[config.mk]
export PLATFORM = sky130hd
export DESIGN_NAME = hazard_scoreboard
export DESIGN_NICKNAME = d
export VERILOG_FILES = /design/src/rtl/mips_pkg.sv /design/src/rtl/mdu_scoreboard.sv /design/src/rtl/hazard_scoreboard.sv
export SDC_FILE = /design/constraint.sdc
export NUM_CORES = 1
export LEC_CHECK = 0
export ABC_AREA = 0
export BUFFER_PORTS_ARGS = -buffer_cell sky130_fd_sc_hd__buf_2
export CORE_ASPECT_RATIO = 0.8
export CORE_MARGIN = 2
export CORE_UTILIZATION = 56
export DETAILED_ROUTE_END_ITERATION = 6
export PLACE_DENSITY_LB_ADDON = 0.3
export SYNTH_ARGS = -nofsm -noshare
export SYNTH_HDL_FRONTEND = slang
export SYNTH_SLANG_ARGS = --single-unit
[constraint.sdc]
create_clock -name clk -period 2.3 [get_ports clk]
set_clock_uncertainty 0.15 [all_clocks]
set_input_delay 0.115 -clock clk [delete_from_list [all_inputs] [get_ports clk]]
set_output_delay 0.115 -clock clk [all_outputs]
set_load 0.05 [all_outputs]
[src/rtl/mips_pkg.sv]
// Shared types for the pipeline hazard unit: MDU sequencer states and the
// forward-select encodings driven onto the E-stage operand muxes.
package mips_pkg;

    typedef enum logic {
        MDU_IDLE = 1'b0,
        MDU_BUSY = 1'b1
    } mdu_state_t;

    localparam logic [1:0] FWD_RF = 2'b00;
    localparam logic [1:0] FWD_M  = 2'b10;
    localparam logic [1:0] FWD_W  = 2'b01;

    // M-stage data is younger than W-stage data, so it takes priority.
    function automatic logic [1:0] fwd_select(input logic hit_m, input logic hit_w);
        logic [1:0] sel;
        sel = FWD_RF;
        if (hit_m) begin
            sel = FWD_M;
        end else if (hit_w) begin
            sel = FWD_W;
        end
        return sel;
    endfunction

endpackage

[src/rtl/mdu_scoreboard.sv]
// Multi-cycle unit tracker: latency down-counter, IDLE/BUSY sequencer and the
// per-register pending vector used by the hazard unit.
//
//   state    | meaning
//   ---------+------------------------------------------------------------
//   MDU_IDLE | no op in flight, or the op is in its result (mdudone) cycle
//   MDU_BUSY | op in flight, counter counts down towards its result cycle
module mdu_scoreboard
    import mips_pkg::*;
#(
    parameter int REGW    = 5,
    parameter int MDU_LAT = 4
) (
    input  logic                 clk,
    input  logic                 reset,
    input  logic                 mdustartE,
    input  logic [REGW-1:0]      mdudstE,
    output logic [2**REGW-1:0]   pending,
    output logic                 mdubusy,
    output logic                 mdudone,
    output logic [REGW-1:0]      mdudst
);

    localparam logic [3:0] CNT_LOAD = 4'(MDU_LAT - 1);

    mdu_state_t          state;
    logic [3:0]          count;
    logic                start_accept;
    logic [2**REGW-1:0]  pending_next;

    // The result cycle runs in IDLE, so a start there is accepted back-to-back;
    // a start during BUSY is a structural hazard and is dropped.
    assign start_accept = mdustartE && (state == MDU_IDLE);
    assign mdubusy      = (state == MDU_BUSY);

    // Sequencer: load on accepted start, count down while busy, pulse done.
    always_ff @(posedge clk or negedge reset) begin
        if (!reset) begin
            state   <= MDU_IDLE;
            count   <= 4'd0;
            mdudone <= 1'b0;
            mdudst  <= '0;
        end else begin
            mdudone <= 1'b0;
            case (state)
                MDU_IDLE: begin
                    if (start_accept) begin
                        state  <= MDU_BUSY;
                        count  <= CNT_LOAD;
                        mdudst <= mdudstE;
                    end
                end
                MDU_BUSY: begin
                    count <= count - 4'd1;
                    if (count == 4'd1) begin
                        state   <= MDU_IDLE;
                        mdudone <= 1'b1;
                    end
                end
                default: begin
                    state <= MDU_IDLE;
                    count <= 4'd0;
                end
            endcase
        end
    end

    // Next pending vector: retire the finishing op, then a new start sets its
    // bit so a same-destination back-to-back start keeps the register pending.
    always_comb begin
        pending_next = pending;
        if (mdudone) begin
            pending_next[mdudst] = 1'b0;
        end
        if (start_accept) begin
            pending_next[mdudstE] = 1'b1;
        end
        pending_next[0] = 1'b0;
    end

    // Pending vector register.
    always_ff @(posedge clk or negedge reset) begin
        if (!reset) begin
            pending <= '0;
        end else begin
            pending <= pending_next;
        end
    end

endmodule

[src/rtl/hazard_scoreboard.sv]
// Pipeline hazard unit: operand forwarding selects plus the combined
// stall/flush request from load-use, branch, MDU structural and scoreboard
// RAW/WAW hazards.
module hazard_scoreboard
    import mips_pkg::*;
#(
    parameter int REGW    = 5,
    parameter int MDU_LAT = 4
) (
    input  logic              clk,
    input  logic              reset,
    input  logic [REGW-1:0]   rsD,
    input  logic [REGW-1:0]   rtD,
    input  logic [REGW-1:0]   rsE,
    input  logic [REGW-1:0]   rtE,
    input  logic [REGW-1:0]   writeregD,
    input  logic [REGW-1:0]   writeregE,
    input  logic [REGW-1:0]   writeregM,
    input  logic [REGW-1:0]   writeregW,
    input  logic              regwriteD,
    input  logic              regwriteE,
    input  logic              regwriteM,
    input  logic              regwriteW,
    input  logic              memtoregE,
    input  logic              memtoregM,
    input  logic              branchD,
    input  logic              mdustartE,
    input  logic [REGW-1:0]   mdudstE,
    output logic              forwardaD,
    output logic              forwardbD,
    output logic [1:0]        forwardaE,
    output logic [1:0]        forwardbE,
    output logic              stallF,
    output logic              stallD,
    output logic              flushE,
    output logic              mdubusy,
    output logic              mdudone,
    output logic [REGW-1:0]   mdudst
);

    logic [2**REGW-1:0] pending;
    logic               load_use;
    logic               branch_e;
    logic               branch_m;
    logic               sb_raw;
    logic               sb_waw;
    logic               structural;
    logic               stall;

    mdu_scoreboard #(
        .REGW    (REGW),
        .MDU_LAT (MDU_LAT)
    ) u_mdu (
        .clk       (clk),
        .reset     (reset),
        .mdustartE (mdustartE),
        .mdudstE   (mdudstE),
        .pending   (pending),
        .mdubusy   (mdubusy),
        .mdudone   (mdudone),
        .mdudst    (mdudst)
    );

    // Forwarding selects; register 0 is hardwired and never forwarded.
    always_comb begin
        forwardaE = fwd_select((rsE != '0) && regwriteM && (rsE == writeregM),
                               (rsE != '0) && regwriteW && (rsE == writeregW));
        forwardbE = fwd_select((rtE != '0) && regwriteM && (rtE == writeregM),
                               (rtE != '0) && regwriteW && (rtE == writeregW));
        forwardaD = (rsD != '0) && regwriteM && (rsD == writeregM);
        forwardbD = (rtD != '0) && regwriteM && (rtD == writeregM);
    end

    // Hazard terms; pending[0] is never set so scoreboard terms ignore r0.
    always_comb begin
        load_use   = memtoregE && (rtE != '0) && ((rsD == rtE) || (rtD == rtE));
        branch_e   = branchD && regwriteE && (writeregE != '0) &&
                     ((writeregE == rsD) || (writeregE == rtD));
        branch_m   = branchD && memtoregM && (writeregM != '0) &&
                     ((writeregM == rsD) || (writeregM == rtD));
        sb_raw     = pending[rsD] || pending[rtD];
        sb_waw     = regwriteD && pending[writeregD];
        structural = mdustartE && mdubusy;
        stall      = load_use || branch_e || branch_m || sb_raw || sb_waw || structural;
    end

    assign stallF = stall;
    assign stallD = stall;
    assign flushE = stall;

endmodule

==> metrics.yaml, run 1 <==
power.leakage_nw: 1.47
synthTopCellsByArea: "dfrtp_1 31%, o21ai_0 10%, mux4_2 8.0%"
worstPathArrival_ns: 2.37
path_cells: "mux4_2, mux2i_1, nor4b_1, a211o_1, nor4_1, nand4_1, buf_2"
core_um2: 5880
post-route-drc-count: 0
nets: 474
die_area_um2: 6680
busiest_layer: "met2"
power.share.combinational_pct: 45.3
yosys_warnings: 0
grt_max_degree: 43
portBuffers: 70
synthCells: 353
net-switching-power_mw: 1.50
end_kind: "primary output"
grt_first_pass_wirelength_um: 15000
cts_tree: "built"
ys_seq_area_share_pct: 31.1
use_met2_pct: 47.3
violations: "setup timing"
synth_common_cells: "69 x o21ai_0, 42 x dfrtp_1, 30 x xnor2_1"
path_buf_inv: 1
antenna_found_initial: 0
synth-async-reset-ratio_pct: 100
clock_sinks: 42
grt-ovfl-total: 0
slew_headroom_pct: 37.8
outcome: "finished, violations left"
synth-main-ff-cell: "dfrtp_1"
hold_path_class: "input port to flip-flop"
clk_latency_ns: 0.30
met1_usage_pct: 40.7
p_seq_share_pct: 41.0
clockRootBuffer: "clkbuf_8"
crit_path_max_incr_delay_ns: 0.47
synth.distinct_cells: 42
cts_buffers: 5
fp.dieH_um: 73.5
initial_utilization_pct: 57.5
synth_top_cell_area_share_pct: 31.1
synth.most_common_cell: "o21ai_0"
setup_viol: 3
swShare_pct: 43.1
fin_crit_sh_pct: 114
synthesis.area_um2: 3380
diodes: 0
place.gp.congestion: 0.879
synth_seq_cells: 42
chipWidth_um: 90.9
worst_path_max_delay_cell: "mux4_2"
rsz0062_at_grt: "true"
p_clk_share_pct: 13.7
synth_top_area_cell: "dfrtp_1"
design_area_um2: 3940
dp_slack_ns: 0.0366
grt_pass1_vias: 2817
avgRoutedWirePerCell_um: 18.7
ant_nets: 0
fillers: 508
cts_buffer_depth: 2
power_density_nw_per_um2: 886
clk_pin_slew_ns: 0.08
hpwl_um: 7220
vias: 3049
synth_edf_count: 0
crit_type: "flip-flop to primary output"
peakVddDrop_v: 0.000725
slew_violations: 0
intPower_mw: 1.99
drive_gt1_share_pct: 29.7
rows: 25
avgSynthCellArea_um2: 9.57
fin_crit_ns: 2.63
place_area_um2: 3800
max_freq_mhz: 380
routed_wl_um: 9340
worst_slack_ns: -0.331
first_iter_violations: 280
area.growth.synth_to_final_pct: 16.6
design.portCount: 71
cap_violations: 0
synth_fp_nets: 410
cp_max_fo: 4
critical-path-top-delay-family: "multiplexers"
vias_per_cell: 6.11
crit_path_start_kind: "flip-flop"
first_pass_iters: 5
finalHoldViolations: 0
use_met3_pct: 4.00
tightest_slew_ns: 0.933
cts_max_level: 2
track_usage_pct: 28.7
worstPathRequired_ns: 2.04
[cells in the final DEF (no fill, tap or decap), types with 9 or more instances in the layout]
cell type,netlist,routed
buf_4,2,16
xor2_1,20,20
nor3_1,9,9
buf_2,6,70
o21ai_0,69,69
mux2_2,10,10
dfrtp_1,42,42
mux4_2,12,12
nand2_1,13,13
nor2_1,11,11
nand3b_1,13,13
nand3_1,11,11
mux2i_1,10,10
xnor2_1,30,30
[path summary, 6_finish.rpt]
check,start,endpoint,slack [ns],cells after the start
setup reg to reg,u_mdu.mdubusy,u_mdu.pending[16],0.41,3
hold / removal,mdudstE[4],u_mdu.mdudst[4],0.005,2
max in group asynchronous,reset,u_mdu.pending[3],1.07,2
min in group asynchronous,reset,u_mdu.count[2],0.34,2
setup / recovery,u_mdu.pending[9],flushE,-0.33,7
hold reg to reg,u_mdu.count[2],u_mdu.mdudone,0.35,1
[per-layer routing]
layer	vias up	wire [µm]
li1	1438	-
met1	1449	4210
met2	147	4330
met3	15	657
met4	0	133
met5	-	0
[cells by family (layout without fill, tap and decap cells)]
family / after synthesis / count (layout) / synth area share, %
simple gates: 94 / 94 / 16.1
compound gates: 88 / 88 / 14.4
xor+xnor: 50 / 50 / 13.0
flops: 42 / 42 / 31.1
buf+inv: 39 / 104 / 5.66
mux: 38 / 38 / 19.0
fa+ha+maj: 2 / 2 / 0.740
[power by group through the flow]
stage               clock network, mW  registers (mW)  logic, mW
floorplan                           0            1.46       1.02
global placement                    0            1.39       1.52
detailed placement                  0            1.43       1.56
CTS                             0.480            1.42       1.57
global route                    0.515            1.48       1.71
finish                          0.478            1.43       1.58
[flip-flops by register name, summed over array words and instances, names as in the netlist]
name	flops
u_mdu.mdudst	5
u_mdu.count	4
u_mdu.mdubusy	1
u_mdu.pending	31
u_mdu.mdudone	1
[repair_timing]
item	in CTS	in global routing
endpoints found under the hold margin	47	0
buffers inserted	0	0
hold buffers	5	0
endpoints found under the setup margin	3	3
gates resized for setup	0	0
[through the flow]
| stage | power, mW | hold WS [ns] | cells | TNS, ns | util [%] |
|---|---|---|---|---|---|
| finish | 3.49 | 0.00464 | 499 | -0.990 | 67.0 |
| detailed placement | 3.00 | 0.142 | 486 | 0 | 64.7 |
| floorplan | 2.48 | -0.331 | 353 | -0.890 | - |
| global route | 3.70 | 0.0115 | 499 | -1.20 | 67.0 |
| global placement | 2.91 | 0.139 | 486 | 0 | 64.7 |
| CTS | 3.47 | 0.00478 | 499 | -0.907 | 67.0 |
[final cells by class]
type	count	area (µm²)	area share, %
Multi-Input combinational cell	272	2160	54.9
Sequential cell	42	1050	26.7
Timing Repair Buffer	91	520	13.2
Tap cell	81	101	2.57
Clock buffer	6	72.6	1.84
Inverter	5	18.8	0.476
Clock inverter	2	13.8	0.349
(Power assumes the default switching activity.)
==> run 2: changes to the inputs <==
--- a/config.mk
+++ b/config.mk
@@ -14,4 +14,5 @@
 export PLACE_DENSITY_LB_ADDON = 0.3
 export SYNTH_ARGS = -nofsm -noshare
 export SYNTH_HDL_FRONTEND = slang
+export SYNTH_HIERARCHICAL = 1
 export SYNTH_SLANG_ARGS = --single-unit
==> constraint.sdc (replaced) <==
create_clock -name clk -period 2.3 [get_ports clk]
set_clock_uncertainty 0.15 [all_clocks]
set_input_delay 0.345 -clock clk [delete_from_list [all_inputs] [get_ports clk]]
set_output_delay 0.345 -clock clk [all_outputs]
set_load 0.05 [all_outputs]
==> run 2 against run 1 <==
Against the previous run: the flow still finishes with violations (setup timing); die area is essentially flat; via count grew 5.9%; setup slack lost 0.20 ns; synthesized cell count shrank 2.0%; sequential share of layout area shrank 2.3 points; non-clock buffer count grew 39; cell count grew 6.4%; critical path depth is the same; routed wire length grew 4.2%; first-iteration DRC count shrank 25%; register-to-register slack gained 0.18 ns; largest power group unchanged.
==> metrics.yaml, run 2 <==
synth-async-reset-ratio_pct: 100  # unchanged
vias: 3228  # +5.9%
chipWidth_um: 90.9  # about the same
clk_latency_ns: 0.30  # about the same
clk_pin_slew_ns: 0.07  # about the same
crit_type: "flip-flop to primary output"
diodes: 0  # unchanged
grt_max_degree: 30  # -30%
clock_sinks: 42  # unchanged
track_usage_pct: 30.0  # +1.3 points
grt-ovfl-total: 0  # unchanged
instances_no_fill: 531  # +6.4%
ys_seq_area_share_pct: 31.1  # about the same
synth_top_family_by_area: "multiplexers"
cp-endpoint: "stallF"
synth_edf_count: 0  # unchanged
synth_mux_area_share_pct: 19.2  # +0.25 points
finalHoldViolations: 0  # unchanged
synth_fp_nets: 403  # -1.7%
final_common_cell: "buf_2"
yosys_warnings: 6  # +6
die_area_um2: 6680  # about the same
cp_max_fo: 3  # -1
worstPathRequired_ns: 1.80  # -0.24 ns
synthSimpleGateAreaFrac_pct: 16.4  # +0.29 points
top_register: "u_mdu/pending"
setup_viol: 3  # unchanged
slew_violations: 0  # unchanged
nets: 507  # +7.0%
design.portCount: 71  # unchanged
reg_top3: "u_mdu/pending: 31 flops, u_mdu/mdudst: 5 flops, u_mdu/count: 4 flops"
power_density_nw_per_um2: 790  # -11%
dp_slack_ns: -0.414  # -0.451 ns
fp.dieH_um: 73.5  # about the same
synth_top_area_cell: "dfrtp_1"
path_cells: "mux4_2, mux4_2, and2_4, o21ai_2, nand4_1, buf_6, buf_6"
final_cell_mix: "65 x buf_2, 58 x o21ai_0, 58 x buf_4"
rr_worst_depth: 3  # unchanged
post-route-util_pct: 73.4  # +6.4 points
synthCells: 346  # -2.0%
slew_headroom_pct: 57.6  # +20 points
worst_path_max_delay_cell: "mux4_2"
synth_common_cells: "58 x o21ai_0, 42 x dfrtp_1, 28 x xnor2_1"
place.gp.congestion: 0.914  # +4.0%
synthTopCellsByArea: "dfrtp_1 31%, mux4_2 10%, o21ai_0 8.6%"
cts_buffer_depth: 2  # unchanged
fin_crit_ns: 2.83  # +0.201 ns
cts_max_level: 2  # unchanged
initial_utilization_pct: 57.5  # about the same
tightest_slew_ns: 0.636  # -0.297 ns
hold_path_class: "input port to flip-flop"
yosys.area_share.adder_pct: 0.740  # about the same
worst_slack_ns: -0.532  # -0.201 ns
end_kind: "primary output"
clockRootBuffer: "clkbuf_8"
grt_pass1_vias: 3097  # +9.9%
post-route-drc-count: 0  # unchanged
fin_crit_sh_pct: 123  # +8.7 points
crit_path_start_kind: "flip-flop"
first_pass_iters: 5  # unchanged
vias_per_cell: 6.08  # -0.51%
synth-main-ff-cell: "dfrtp_1"
drive_gt1_share_pct: 40.2  # +11 points
synth.most_common_cell: "o21ai_0"
synthXorXnorAreaFrac_pct: 13.5  # +0.51 points
fillers: 439  # -14%
largest_reg_flops: 31  # unchanged
synth_compound_area_share_pct: 13.8  # -0.63 points
r2r_setup_slack_ns: 0.59  # +0.18 ns
routed_wl_um: 9720  # +4.2%
violations: "setup timing"
avgSynthCellArea_um2: 9.77  # +2.1%
rsz0062_at_grt: "true"
worstReg2RegStart: "u_mdu/mdubusy"
avgRoutedWirePerCell_um: 18.3  # -2.1%
peakVddDrop_v: 0.000895  # +24%
core_um2: 5880  # unchanged
synth_seq_cells: 42  # unchanged
synth.distinct_cells: 46  # +9.5%
cts_tree: "built"
outcome: "finished, violations left"
worstPathArrival_ns: 2.34  # -0.03 ns
cts_buffers: 5  # unchanged
rows: 25  # unchanged
max_freq_mhz: 353  # -7.1%
power.leakage_nw: 1.68  # +14%
ant_nets: 0  # unchanged
cap_violations: 0  # unchanged
hpwl_um: 7500  # +3.9%
crit_start: "u_mdu/pending[29]"
portBuffers: 70  # unchanged
worst_hold_slack_ns: 0.183  # +0.179 ns
synthesis.area_um2: 3380  # about the same
worst_r2r_endpoint: "u_mdu/pending[29]"
synth_top_cell_area_share_pct: 31.1  # about the same
area.growth.synth_to_final_pct: 27.7
dp_cells: 520  # +7.0%
first_iter_violations: 211  # -25%
antenna_found_initial: 0  # unchanged
crit_path_max_incr_delay_ns: 0.48  # about the same
grt_first_pass_wirelength_um: 15700  # +4.6%
[run 2: cell types whose count changed after synthesis, moves of 3 or more]
cell,before,now
xor2_1,20,24
nand2_1,13,7
a21oi_1,4,7
o21ai_1,0,8
o21ai_0,69,58
mux4_2,12,15
nor2b_1,6,3
[run 2: worst min-delay path by stage]
stage / start / to / slack (ns) / depth (start not counted)
6_report: mdudstE[1] / u_mdu/mdudst[1] / 0.18 / 2
3_3_place_gp: reset / u_mdu/mdudst[1] / 0.26 / 1
3_5_place_dp: reset / u_mdu/count[0] / 0.25 / 1
4_1_cts: mdudstE[0] / u_mdu/mdudst[0] / 0.19 / 2
5_1_grt: mdudstE[0] / u_mdu/mdudst[0] / 0.19 / 2
2_1_floorplan: reset / u_mdu/count[0] / -0.10 / 0
[run 2: worst max-delay path, delay by kind of cell, from the launching register on]
kind            cells  cell delay (ns)
buf+inv             2             0.30
compound gates      1             0.12
simple gates        2             0.26
mux                 2             0.94
flops               1             0.41
[run 2: kinds of logic after synthesis]
| kind of cell | count (synthesis) |
|---|---|
| AO/OA/AOI/OAI | 85 |
| XOR/XNOR | 52 |
| adder cells (fa/ha/maj) | 2 |
| buffers and inverters | 36 |
| flip-flops | 42 |
| multiplexers | 37 |
| other | 1 |
| AND/OR/NAND/NOR | 91 |
[run 2: final cells by class]
class	count	area, µm²	share of cell area, %
multi-input cells	268	2220	51.5
repair buffers	130	851	19.7
well taps	81	101	2.35
inverters	3	11.3	0.261
flip-flops and latches	42	1050	24.3
clock inverters	2	10.0	0.232
clock buffers	5	68.8	1.59
[run 2: power by group]
group	total [mW]	switching, mW	internal (mW)	leakage (nW)
logic	1.65	0.861	0.791	1.21
registers	1.31	0.305	1.00	0.423
clock network	0.449	0.245	0.204	0.0438
[run 2: what timing repair did]
| item | CTS | global route |
|---|---|---|
| hold buffers | 1 | 0 |
| setup buffers | 1 | 2 |
| pin swaps | 3 | 4 |
| resized for setup | 5 | 14 |
| hold endpoints to repair | 27 | 0 |
| endpoints found under the setup margin | 4 | 4 |
[run 2: metal layers]
metal / vias to the layer above / share of wire [%] / GRT usage, %
li1: 1492 / - / -
met1: 1576 / 43 / 41.1
met2: 147 / 49 / 52.7
met3: 13 / 6.4 / 2.05
met4: 0 / 1.3 / 8.25
met5: - / 0 / 0
[run 2: through the flow]
step           setup TNS, ns  area, µm²  power, mW
2_1_floorplan          -2.47       3450       2.30
3_3_place_gp           -1.23       4150       2.82
3_5_place_dp           -1.37       4150       2.91
4_1_cts                -1.58       4270       3.36
5_1_grt                -1.72       4320       3.61
6_report               -1.59       4320       3.41
==> run 3: changes to the inputs <==
--- a/config.mk
+++ b/config.mk
@@ -9,7 +9,7 @@
 export BUFFER_PORTS_ARGS = -buffer_cell sky130_fd_sc_hd__buf_2
 export CORE_ASPECT_RATIO = 0.8
 export CORE_MARGIN = 2
-export CORE_UTILIZATION = 56
+export CORE_UTILIZATION = 50
 export DETAILED_ROUTE_END_ITERATION = 6
 export PLACE_DENSITY_LB_ADDON = 0.3
 export SYNTH_ARGS = -nofsm -noshare
==> constraint.sdc (replaced) <==
create_clock -name clk -period 2.41 [get_ports clk]
set_clock_uncertainty 0.15 [all_clocks]
set_input_delay 0.3615 -clock clk [delete_from_list [all_inputs] [get_ports clk]]
set_output_delay 0.3615 -clock clk [all_outputs]
set_load 0.05 [all_outputs]
==> run 3 against run 2 <==
Against the previous run: the run still ends with setup timing left; highest routed layer unchanged; core utilization decreased by 9.1 points; critical endpoint unchanged; clock power fell by 6.2%; first-iteration DRC count is 19% lower.
==> metrics.yaml, run 3 (synthesized netlist as in run 2, its figures left out) <==
end_kind: "primary output"
initial_utilization_pct: 52.2  # -5.3 points
hold_path_class: "input port to flip-flop"
cts_buffer_depth: 2  # unchanged
grt_pass1_vias: 3095  # -0.065%
multi_input_area_um2: 2200  # -1.3%
intPower_mw: 1.89  # -5.7%
max_freq_mhz: 351
peakVddDrop_v: 0.000779  # -13%
cap_violations: 0  # unchanged
total_power_mw: 3.19  # -6.5%
violations: "setup timing"
power_density_nw_per_um2: 766  # -3.1%
crit_type: "flip-flop to primary output"
die_area_um2: 7440  # +11%
cts_tree: "built"
busiest_layer: "met2"
place_area_um2: 4050  # -2.4%
clk_latency_ns: 0.30  # about the same
portBuffers: 70  # unchanged
crit_path_start_kind: "flip-flop"
dp_slack_ns: -0.340  # +0.0749 ns
cts_buffers: 5  # unchanged
seq_area_um2: 1050  # unchanged
instances_no_fill: 522  # -1.7%
vias: 3127  # -3.1%
hpwl_um: 7230  # -3.6%
routed_wl_um: 9290  # -4.4%
use_met2_pct: 42.0  # -11 points
net-switching-power_mw: 1.30  # -7.5%
final_common_cell: "buf_2"
nets: 495  # -2.4%
first_iter_violations: 171  # -19%
setup-tns-final_ns: -1.28  # +0.312 ns
grt-ovfl-total: 0  # unchanged
ant_nets: 0  # unchanged
drive_gt1_share_pct: 37.4  # -2.8 points
worstPathArrival_ns: 2.34  # about the same
met1_usage_pct: 35.9  # -5.2 points
rsz0062_at_grt: "true"
dp_cells: 513  # -1.3%
use_met3_pct: 4.76  # +2.7 points
avgRoutedWirePerCell_um: 17.8  # -2.8%
fillers: 554  # +26%
fp.dieH_um: 77.5  # +5.5%
post-route-drc-count: 0  # unchanged
antenna_found_initial: 0  # unchanged
worst_slack_ns: -0.439  # +0.0928 ns
p_seq_share_pct: 39.3  # +0.9 points
setup_viol: 3  # unchanged
worst_hold_slack_ns: 0.207  # +0.0236 ns
swShare_pct: 40.9  # -0.46 points
clk_pin_slew_ns: 0.07  # about the same
first_pass_iters: 5  # unchanged
power.leakage_nw: 1.60  # -4.7%
finalHoldViolations: 0  # unchanged
clockRootBuffer: "clkbuf_8"
design.portCount: 71  # unchanged
track_usage_pct: 26.2  # -3.8 points
slew_violations: 0  # unchanged
p_clk_share_pct: 13.2  # about the same
worstPathRequired_ns: 1.90  # +0.10 ns
power.share.combinational_pct: 47.5  # -1.0 points
rows: 26  # +4.0%
cp_max_fo: 3  # unchanged
grt_max_degree: 43  # +43%
clock_sinks: 42  # unchanged
post-route-util_pct: 64.4  # -9.1 points
reg_top3: "u_mdu/pending: 31 flops, u_mdu/mdudst: 5 flops, u_mdu/count: 4 flops"
grt_first_pass_wirelength_um: 15000  # -4.3%
top_register: "u_mdu/pending"
vias_per_cell: 5.99  # -1.5%
place.gp.congestion: 0.899  # -1.7%
largest_reg_flops: 31  # unchanged
area.growth.synth_to_final_pct: 23.2
core_um2: 6470  # +10%
diodes: 0  # unchanged
final_cell_mix: "66 x buf_2, 58 x o21ai_0, 50 x buf_4"
design_area_um2: 4170  # -3.5%
cts_max_level: 2  # unchanged
slew_headroom_pct: 65.0  # +7.4 points
outcome: "finished, violations left"
chipWidth_um: 95.9  # +5.6%
tightest_slew_ns: 0.525  # -0.111 ns
fin_crit_ns: 2.85
fin_crit_sh_pct: 118
## run 3: cell types whose count changed in the layout (fill, tap and decap cells not counted), sizes merged
| cell | before | now |
|---|---|---|
| buf | 129 | 117 |
| clkbuf | 5 | 7 |
| clkinv | 2 | 0 |
## run 3: path summary, 6_finish.rpt
path / start / end / slack, ns / cells past startpoint
max in group asynchronous: reset / u_mdu/mdudone / 1.24 / 3
min reg2reg: u_mdu/count[3] / u_mdu/mdudone / 0.37 / 1
min: mdudstE[0] / u_mdu/mdudst[0] / 0.21 / 2
max reg2reg: u_mdu/mdubusy / u_mdu/pending[23] / 0.70 / 3
max: u_mdu/pending[27] / stallF / -0.44 / 6
min in group asynchronous: reset / u_mdu/pending[14] / 0.51 / 3
## run 3: worst max-delay path, stage by stage, from the launching register on
cell	delay, ns
dfrtp_1	0.40
mux4_2	0.47
mux4_2	0.47
and2_4	0.15
o21ai_2	0.13
nand4_1	0.18
buf_4	0.25
## run 3: per-layer routing
| layer | share of wire (%) | up-vias | routed length [µm] |
|---|---|---|---|
| met5 | 0 | - | 0 |
| met3 | 7.4 | 6 | 687 |
| met4 | 0.90 | 0 | 84 |
| met2 | 47 | 136 | 4380 |
| li1 | - | 1470 | - |
| met1 | 45 | 1515 | 4140 |
## run 3: what timing repair did
item / CTS / global route
resized for setup: 0 / 12
setup buffers: 0 / 1
hold endpoints to repair: 42 / 0
pin swaps: 0 / 0
setup endpoints to repair: 3 / 4
hold buffers: 1 / 0
## run 3: final cells by class
type                       instances  area share [%]
clock buffer                       7            1.83
tap                               84            2.52
sequential                        42            25.2
multi-input combinational        268            52.7
inverter                           3           0.270
timing repair buffer             118            17.4
## run 3: power by group through the flow
stage	Clock (mW)	Sequential [mW]	Combinational [mW]
after floorplan	0	1.35	0.845
after global placement	0	1.24	1.45
after detailed placement	0	1.25	1.49
after CTS	0.430	1.24	1.49
after global routing	0.457	1.29	1.63
final	0.421	1.25	1.52
